==> src/rtl/iec_sd_pkg.sv <==
// Shared definitions for the IEC SD block-request arbiter.
//   arb_state_t : arbiter FSM states
//   MAX_DRIVES  : hard upper bound on the number of drive channels
//   ndr_clamp   : folds a requested drive count into 1..MAX_DRIVES
//   wrap_inc    : drive index + 1, wrapping at the live drive count
package iec_sd_pkg;

   localparam int MAX_DRIVES = 4;

   typedef enum logic [1:0] {
      IDLE = 2'd0,
      REQ  = 2'd1,
      XFER = 2'd2
   } arb_state_t;

   function automatic int ndr_clamp(input int drives);
      if (drives < 1) begin
         return 1;
      end else if (drives > MAX_DRIVES) begin
         return MAX_DRIVES;
      end
      return drives;
   endfunction

   // Index arithmetic must wrap at the real drive count, not at 4,
   // so a 3-drive build goes 2 -> 0 rather than visiting index 3.
   function automatic logic [1:0] wrap_inc(input logic [1:0] idx, input int ndr);
      int nxt;
      nxt = int'(idx) + 1;
      if (nxt >= ndr) begin
         nxt = 0;
      end
      return 2'(nxt);
   endfunction

endpackage

==> src/rtl/iec_rr_pick.sv <==
// Round-robin selector.
//   pending : per-drive request flags (entries at or above NDR are ignored)
//   ptr     : index that has highest priority this round (must be < NDR)
//   valid   : at least one drive among 0..NDR-1 is pending
//   idx     : first pending drive at or after ptr, modulo NDR
module iec_rr_pick
   import iec_sd_pkg::*;
#(
   parameter int NDR = MAX_DRIVES
) (
   input  logic [MAX_DRIVES-1:0] pending,
   input  logic [1:0]            ptr,
   output logic                  valid,
   output logic [1:0]            idx
);

   // Walk the ring starting at ptr; the first hit wins. ptr and k are both
   // below NDR, so a single conditional subtraction is enough to wrap.
   always_comb begin
      int j;
      valid = 1'b0;
      idx   = 2'd0;
      j     = 0;
      for (int k = 0; k < NDR; k++) begin
         j = int'(ptr) + k;
         if (j >= NDR) begin
            j = j - NDR;
         end
         if (!valid && pending[j[1:0]]) begin
            valid = 1'b1;
            idx   = j[1:0];
         end
      end
   end

endmodule

==> src/rtl/iec_sd_arbiter.sv <==
// Merges per-drive SD block requests onto one host virtual-disk port.
//   clk_sys, reset_n              : clock, asynchronous active-low reset
//   drv_lba/blk_cnt/rd/wr/buff_din: per-drive request interface
//   drv_ack                       : host_ack steered to the granted drive
//   host_lba/blk_cnt/rd/wr        : latched request toward the host
//   host_ack                      : host acknowledge, high for the transfer
//   host_buff_din                 : write data of the granted drive
//   grant                         : current or last granted drive
//   busy                          : FSM outside IDLE
//   timeout_err                   : one-cycle pulse on watchdog abort
module iec_sd_arbiter
   import iec_sd_pkg::*;
#(
   parameter  int DRIVES    = 2,
   parameter  int TIMEOUT_W = 24,
   localparam int NDR       = ndr_clamp(DRIVES)
) (
   input  logic                  clk_sys,
   input  logic                  reset_n,
   input  logic [NDR-1:0][31:0]  drv_lba,
   input  logic [NDR-1:0][5:0]   drv_blk_cnt,
   input  logic [NDR-1:0]        drv_rd,
   input  logic [NDR-1:0]        drv_wr,
   output logic [NDR-1:0]        drv_ack,
   input  logic [NDR-1:0][7:0]   drv_buff_din,
   output logic [31:0]           host_lba,
   output logic [5:0]            host_blk_cnt,
   output logic                  host_rd,
   output logic                  host_wr,
   input  logic                  host_ack,
   output logic [7:0]            host_buff_din,
   output logic [1:0]            grant,
   output logic                  busy,
   output logic                  timeout_err
);

   localparam logic [TIMEOUT_W-1:0] WD_MAX  = {TIMEOUT_W{1'b1}};
   localparam logic [TIMEOUT_W-1:0] WD_LAST = WD_MAX - TIMEOUT_W'(1);

   arb_state_t                    state, state_next;
   logic [TIMEOUT_W-1:0]          wd;
   logic [1:0]                    rr;
   logic [MAX_DRIVES-1:0]         rd4, wr4;
   logic [MAX_DRIVES-1:0][31:0]   lba4;
   logic [MAX_DRIVES-1:0][5:0]    blk4;
   logic [MAX_DRIVES-1:0][7:0]    din4;
   logic [1:0]                    pick_ptr, pick_idx;
   logic                          pick_valid;
   logic                          do_latch, do_clear, do_abort, rr_adv, wd_hit;

   // Pad the per-drive buses out to four entries so a 2-bit index can
   // select from them for any drive count; absent drives never request.
   for (genvar g = 0; g < MAX_DRIVES; g++) begin : g_pad
      if (g < NDR) begin : g_on
         assign rd4[g]  = drv_rd[g];
         assign wr4[g]  = drv_wr[g];
         assign lba4[g] = drv_lba[g];
         assign blk4[g] = drv_blk_cnt[g];
         assign din4[g] = drv_buff_din[g];
      end else begin : g_off
         assign rd4[g]  = 1'b0;
         assign wr4[g]  = 1'b0;
         assign lba4[g] = '0;
         assign blk4[g] = '0;
         assign din4[g] = '0;
      end
   end

   // Leaving XFER re-arbitrates in the same edge, so the pointer must
   // already be advanced past the finishing drive at that moment.
   assign pick_ptr = (state == XFER) ? wrap_inc(grant, NDR) : rr;

   iec_rr_pick #(
      .NDR (NDR)
   ) u_pick (
      .pending (rd4 | wr4),
      .ptr     (pick_ptr),
      .valid   (pick_valid),
      .idx     (pick_idx)
   );

   // host_rd/wr stays high for exactly 2**TIMEOUT_W-1 cycles before abort.
   assign wd_hit = (wd == WD_LAST);

   assign busy          = (state != IDLE);
   assign host_buff_din = din4[grant];

   // The ack must follow host_ack with no delay so it lines up with the
   // shared buffer write strobe the drives sample alongside it.
   for (genvar g = 0; g < NDR; g++) begin : g_ack
      assign drv_ack[g] = host_ack & busy & (grant == 2'(g));
   end

   always_ff @(posedge clk_sys or negedge reset_n) begin
      if (!reset_n) begin
         state <= IDLE;
      end else begin
         state <= state_next;
      end
   end

   always_comb begin
      state_next = state;
      do_latch   = 1'b0;
      do_clear   = 1'b0;
      do_abort   = 1'b0;
      rr_adv     = 1'b0;
      case (state)
         IDLE: begin
            if (pick_valid) begin
               do_latch   = 1'b1;
               state_next = REQ;
            end
         end
         REQ: begin
            if (host_ack) begin
               do_clear   = 1'b1;
               state_next = XFER;
            end else if (wd_hit) begin
               do_clear   = 1'b1;
               do_abort   = 1'b1;
               rr_adv     = 1'b1;
               state_next = IDLE;
            end
         end
         XFER: begin
            if (!host_ack) begin
               rr_adv = 1'b1;
               if (pick_valid) begin
                  do_latch   = 1'b1;
                  state_next = REQ;
               end else begin
                  state_next = IDLE;
               end
            end
         end
         default: state_next = IDLE;
      endcase
   end

   // Read wins when a drive raises both; its write stays pending and is
   // picked up in a later round.
   always_ff @(posedge clk_sys or negedge reset_n) begin
      if (!reset_n) begin
         grant        <= '0;
         host_lba     <= '0;
         host_blk_cnt <= '0;
         host_rd      <= 1'b0;
         host_wr      <= 1'b0;
         timeout_err  <= 1'b0;
         rr           <= '0;
         wd           <= '0;
      end else begin
         timeout_err <= do_abort;
         if (rr_adv) begin
            rr <= wrap_inc(grant, NDR);
         end
         if (do_latch) begin
            grant        <= pick_idx;
            host_lba     <= lba4[pick_idx];
            host_blk_cnt <= blk4[pick_idx];
            host_rd      <= rd4[pick_idx];
            host_wr      <= !rd4[pick_idx];
            wd           <= '0;
         end else begin
            if (do_clear) begin
               host_rd <= 1'b0;
               host_wr <= 1'b0;
            end
            if ((state == REQ) && (wd != WD_MAX)) begin
               wd <= wd + TIMEOUT_W'(1);
            end
         end
      end
   end

endmodule
==> config.mk <==
export PLATFORM = sky130hd
export DESIGN_NAME = iec_sd_arbiter
export DESIGN_NICKNAME = d
export VERILOG_FILES = /design/src/rtl/iec_sd_pkg.sv /design/src/rtl/iec_rr_pick.sv /design/src/rtl/iec_sd_arbiter.sv
export SDC_FILE = /design/constraint.sdc
export NUM_CORES = 1
export LEC_CHECK = 0
export ABC_AREA = 0
export BUFFER_PORTS_ARGS = -buffer_cell sky130_fd_sc_hd__buf_2
export CAP_MARGIN = 25
export CORE_MARGIN = 5
export CORE_UTILIZATION = 29
export CTS_BUF_LIST = sky130_fd_sc_hd__clkbuf_8 sky130_fd_sc_hd__clkbuf_16
export CTS_CLUSTER_DIAMETER = 120
export DETAILED_ROUTE_END_ITERATION = 12
export HOLD_SLACK_MARGIN = 0.06
export SKIP_LAST_GASP = 1
export SLEW_MARGIN = 30
export SYNTH_ARGS = -nofsm -noshare
export SYNTH_HDL_FRONTEND = slang
export SYNTH_HIERARCHICAL = 1
export SYNTH_SLANG_ARGS = --single-unit
==> constraint.sdc <==
create_clock -name clk_sys -period 7.4 [get_ports clk_sys]
set_input_delay 2.22 -clock clk_sys [delete_from_list [all_inputs] [get_ports clk_sys]]
set_output_delay 2.22 -clock clk_sys [all_outputs]
set_load 0.02 [all_outputs]
Word level (Yosys, flattened, before mapping)

Index checks and enable logic that the tools add are counted.

Logic and storage cells: 84
Bits of input ports: 99
Register bits: 71
Output and inout port bits: 54

Add/sub/neg operators: 5
Mux-type cells: 41
Magnitude comparators: 7
Bitwise operators: 4
Reductions and logical operators: 10
Eq/ne operators: 8

Operators with widths:

| operator              | count |
|---|---|
| $bmux 32 s2           | 1 |
| $mux 24               | 2 |
| $mux 32               | 1 |
| $add 24x1->24 const B | 1 |
| $eq 24x24->1 const B  | 1 |
| $ne 24x24->1 const B  | 1 |
| $mux 2                | 10 |
| $mux 1                | 17 |
| $bmux 8 s2            | 1 |
| $bmux 6 s2            | 1 |
| $lt 2x3->1 const B    | 4 |
| $mux 8                | 1 |
| $add 2x1->3 const B   | 2 |
| $bmux 1 s2            | 3 |
| $ge 3x2->1 const B    | 2 |
| $mux 6                | 1 |
| $pmux 2 s3            | 1 |
| $reduce_bool 2->1     | 3 |
| $eq 2x1->1 const B    | 2 |
| $logic_not 2->1       | 2 |
| $ne 2x2->1 const B    | 2 |
| $pmux 1 s2            | 2 |
| $sub 2x2->2 const B   | 2 |
| $and 1x1->1           | 3 |
| other kinds (7)       | 9 |

Logic depth before layout (Yosys ltp)

Word-level depth: 16
Mapped depth: 12
Mapped depth without buffers: 10

Cells and area by module

The synthesis kept the hierarchy.

By module, submodules not included:

| module         | cells an instance | area each (um2) | times used | seq. area each (um2) |
|---|---|---|---|---|
| iec_sd_arbiter | 452               | 4,240.3         | 1          | 1,776.7 |
| iec_rr_pick    | 6                 | 37.5            | 1          | 0.0 |

Worst setup path before layout

Ideal clock, no wire load.

Path type: input to output
Start point: input drv_buff_din[8] (netlist name)
End point: output host_buff_din[0]
Arrival: 2,571 ps
Stages: 2
Path buffers: 0
Path slack: 2,609 ps
Required time: 5,180 ps
Path through: mux2i_1 nor2_1

Longest elaborated chain between the ends: 2

RTL lines:

| item                         | RTL line             | source |
|---|---|---|
| from (decl)                  | iec_sd_arbiter.sv:25 | `input logic [NDR-1:0][7:0] drv_buff_din,` |
| $bmux 8 s2                   | iec_sd_arbiter.sv:86 | `assign host_buff_din = din4[grant];` |
| $mux 8 (implied by the code) | iec_sd_arbiter.sv:86 |  |
| to (decl)                    | iec_sd_arbiter.sv:31 | `output logic [7:0] host_buff_din,` |

Every way passes these cells. The select of a mux whose other input is x is not followed.

Final worst setup path

Start point: input host_ack
End point: output drv_ack[0]

Longest elaborated chain between the ends: 2

RTL lines:

| item                     | RTL line             | source |
|---|---|---|
| from (decl)              | iec_sd_arbiter.sv:30 | `input logic host_ack,` |
| $and 1x1->1 (2 in a row) | iec_sd_arbiter.sv:91 | `assign drv_ack[g] = host_ack & busy & (grant == 2'(g));` |
| to (decl)                | iec_sd_arbiter.sv:24 | `output logic [NDR-1:0] drv_ack,` |

Every way passes these cells.

==> results.py <==
metrics = {
    "status": {
        "status": "finished, violations left",
        "violations": "slew limit",
    },
    "global_route": {
        "grt_pass1_vias": 4161,
        "antenna_found_initial": 0,
        "grt_pass1_wl_um": 20300,
        "grt_start_max_net_pins": 109,
        "overflow": 0,
        "track_usage_pct": 14.0,
    },
    "placement": {
        "dpl.hpwl_um": 8720,
        "io_buffer_count": 152,
        "place_inst": 768,
        "routabilityCongestion": 0.817,
    },
    "detailed_routing": {
        "wl_met3_um": 705,
        "drc": 0,
        "wl_per_cell_um": 15.2,
        "viasPerCell": 5.11,
        "postRouteAntennaNets": 0,
        "route.met2.wl_um": 5780,
        "top_layer_used": "met4",
        "met1Wirelength_um": 5230,
        "wl_um": 11900,
        "vias": 4009,
        "first_pass_iters": 4,
        "drtIter0Drc": 241,
    },
    "finish": {
        "instances_no_fill": 784,
        "multiInputGateArea_mm2": 0.00235,
        "fillerInstances": 1482,
        "layout-drive-gt1-share_pct": 30.8,
        "antenna_cells": 0,
        "nets": 703,
        "area_delta_synth_final_pct": 28.7,
        "layout.area.seq_mm2": 0.00178,
    },
    "power": {
        "pwr-share-comb_pct": 49.2,
        "powerDensity_mw_per_mm2": 371,
        "clkPwrFrac_pct": 21.3,
        "seqPwrFrac_pct": 29.5,
        "internal-power_mw": 1.14,
        "switchingPower_mw": 0.904,
        "swShare_pct": 44.3,
        "finalPower_mw": 2.04,
        "cellLeakagePower_nw": 2.68,
        "ir_worst_vdd_uv": 209,
    },
    "floorplanning": {
        "rows": 44,
        "die_w_um": 131,
        "dieHeight_um": 131,
        "initial_core_util_pct": 29.5,
        "core-area_mm2": 0.0145,
        "dieArea_mm2": 0.0173,
        "num_io_pins": 153,
    },
    "synth": {
        "muxShareOfSynthArea_pct": 13.3,
        "yosys.area_share.simple_pct": 21.7,
        "synth_compound_area_share_pct": 16.6,
        "synthXorXnorAreaFrac_pct": 0,
        "synth-adder-area-share_pct": 2.63,
        "synthFlopType": "dfrtp_1",
        "synth_area_mm2": 0.00428,
        "ys_ff_latch": 71,
        "avgSynthCellArea_um2": 9.34,
        "synth.distinct_cells": 49,
        "synthArstFlopShare_pct": 100,
        "syn-instance-count": 458,
        "synth_edf_count": 0,
        "synth_warnings": 6,
        "synth.yosys.seq_area_share_pct": 41.5,
        "synth_top_family_by_area": "simple AND/OR/NAND/NOR gates",
    },
    "setup_path": {
        "critPathArrivalTime_ns": 2.71,
        "cp.required_ns": 5.18,
        "worst-path-buf-inv": 2,
        "path_cells": "buf_2, and3_1, buf_2",
        "cp_common_cell": "buf_2",
        "cpMaxStageDelayCell": "and3_1",
        "startpoint_type": "input pin",
        "crit_type": "in -> out",
        "path_max_fanout": 9,
        "worstSetupEndpointType": "output pin",
        "critPathTopFamily": "buffers and inverters",
        "max_stage_delay_ns": 0.17,
    },
    "clock_network": {
        "root_buffer": "clkbuf_16",
        "clk-insertion-delay-late_ns": 0.34,
        "cts_buffer_depth": 2,
        "path_clk_slew_ns": 0.06,
        "ctsResizeCount": 0,
        "tritoncts": "done",
        "cts_hold_buffers": 0,
        "cts_buffers": 9,
        "htree_levels": 3,
        "cts_setup_buffers": 0,
        "clkSinkCount": 71,
    },
    "sta": {
        "finalCritPeriodShare_pct": 66.6,
        "hold_violations": 0,
        "tightest_slew_ns": 4.52,
        "setup_tns_ns": 0,
        "slew-limit-headroom_pct": -202,
        "slew_viol_final": 41,
        "finalSetupViolations": 0,
        "max_freq_mhz": 203,
        "skew_ns": 0.00609,
        "rsz0062_at_grt": "no",
        "period_needed_ns": 4.93,
    },
    "worst_hold_path": {
        "worstHoldPathType": "reg -> reg",
    },
    "run": {
        "cap_viol_max_count": 0,
    },
}
## placed cells by master (no fill, tap or decap), types with 7 or more instances in the layout
cell type,n
ha_1,9
inv_1,13
and3_1,8
nor4_1,7
o21ai_0,12
nor2_1,17
or4_1,7
clkbuf_16,9
dfrtp_1,71
nand2b_1,14
nand4_1,13
buf_2,152
mux2i_1,57
a21oi_1,11
nand2_1,76
o31ai_1,41
nand3_1,14
## worst reg2reg max path, cell delays in order (launching register included)
cell     delay (ns)
dfrtp_1        0.64
inv_1          0.16
ha_1           0.33
nand3_1        0.07
o21ai_0        0.12
nand2_1        0.10
a211o_1        0.40
o21ai_4        0.09
buf_6          0.57
nor2_1         0.13
a311o_1        0.34
## Yosys cell counts (all sizes together), types with 3 or more instances
cell type	number	area share (%)
o31ai	41	7.2
a31oi	4	0.58
nand2b	14	2.0
o311ai	6	1.2
a2111o	4	1.1
nor2	17	1.5
dfrtp	71	42
nand4	15	2.7
nor4	11	2.2
clkbuf	17	1.5
and3	8	1.2
ha	9	2.6
or4	8	1.5
buf	14	1.5
o41ai	3	0.61
nand3	15	1.9
inv	13	1.1
a211o	3	0.61
mux2i	57	13
a21oi	11	1.3
o21ai	13	1.5
and2	4	0.58
or2	3	0.44
nand2	76	6.7
## stage by stage
stage	hold slack [ns]	area, um^2	utilization [%]	setup slack, ns
floorplan	0.479	4280	-	2.61
global placement	0.459	5200	35.9	2.49
detailed placement	0.460	5200	35.9	2.47
CTS	0.473	5500	38.0	2.47
global route	0.496	5510	38.0	2.44
finish	0.471	5510	38.0	2.47
## final timing paths
| check | from | slack (ns) | depth (start not counted) | endpoint |
|---|---|---|---|---|
| hold / removal | host_lba[20] | 0.47 | 2 | host_lba[20] |
| setup reg to reg | grant[0] | 4.35 | 10 | host_wr |
| max in group asynchronous | reset_n | 4.92 | 2 | wd[1] |
| hold reg to reg | host_lba[20] | 0.47 | 2 | host_lba[20] |
| min in group asynchronous | reset_n | 1.97 | 2 | grant[0] |
| setup / recovery | host_ack | 2.47 | 3 | drv_ack[0] |
## layout make-up
type	instances	share of cell area, %
multi-input combinational	344	42.7
sequential	71	32.3
timing repair buffer	156	14.5
tap	184	4.18
clock buffer	9	4.09
clock inverter	7	1.34
inverter	13	0.886
## state kept, by name (all words and copies together), names as in the netlist
register      flops
host_rd           1
timeout_err       1
host_wr           1
host_lba         32
host_blk_cnt      6
grant             2
rr                2
wd               24
state             2
## layer usage
layer,GRT usage (%),vias up
met4,5.71,0
met3,3.71,11
met1,17.5,1922
li1,-,1970
met2,22.9,106
met5,0,-
## logic make-up after synthesis
logic type | after synthesis
muxes | 57
AOI/OAI and AO/OA | 98
and+or+nand+nor | 178
other | 1
buffers and inverters | 44
adders and majority gates | 9
DFF | 71
## power groups by stage
stage / combinational [mW] / sequential [mW] / clock (mW)
2_1_floorplan: 0.594 / 0.724 / 0
3_3_place_gp: 0.986 / 0.608 / 0
3_5_place_dp: 1.02 / 0.606 / 0
4_1_cts: 1.02 / 0.602 / 0.448
5_1_grt: 1.12 / 0.619 / 0.464
6_report: 1.00 / 0.602 / 0.434
Power figures use the tool's default switching activity.
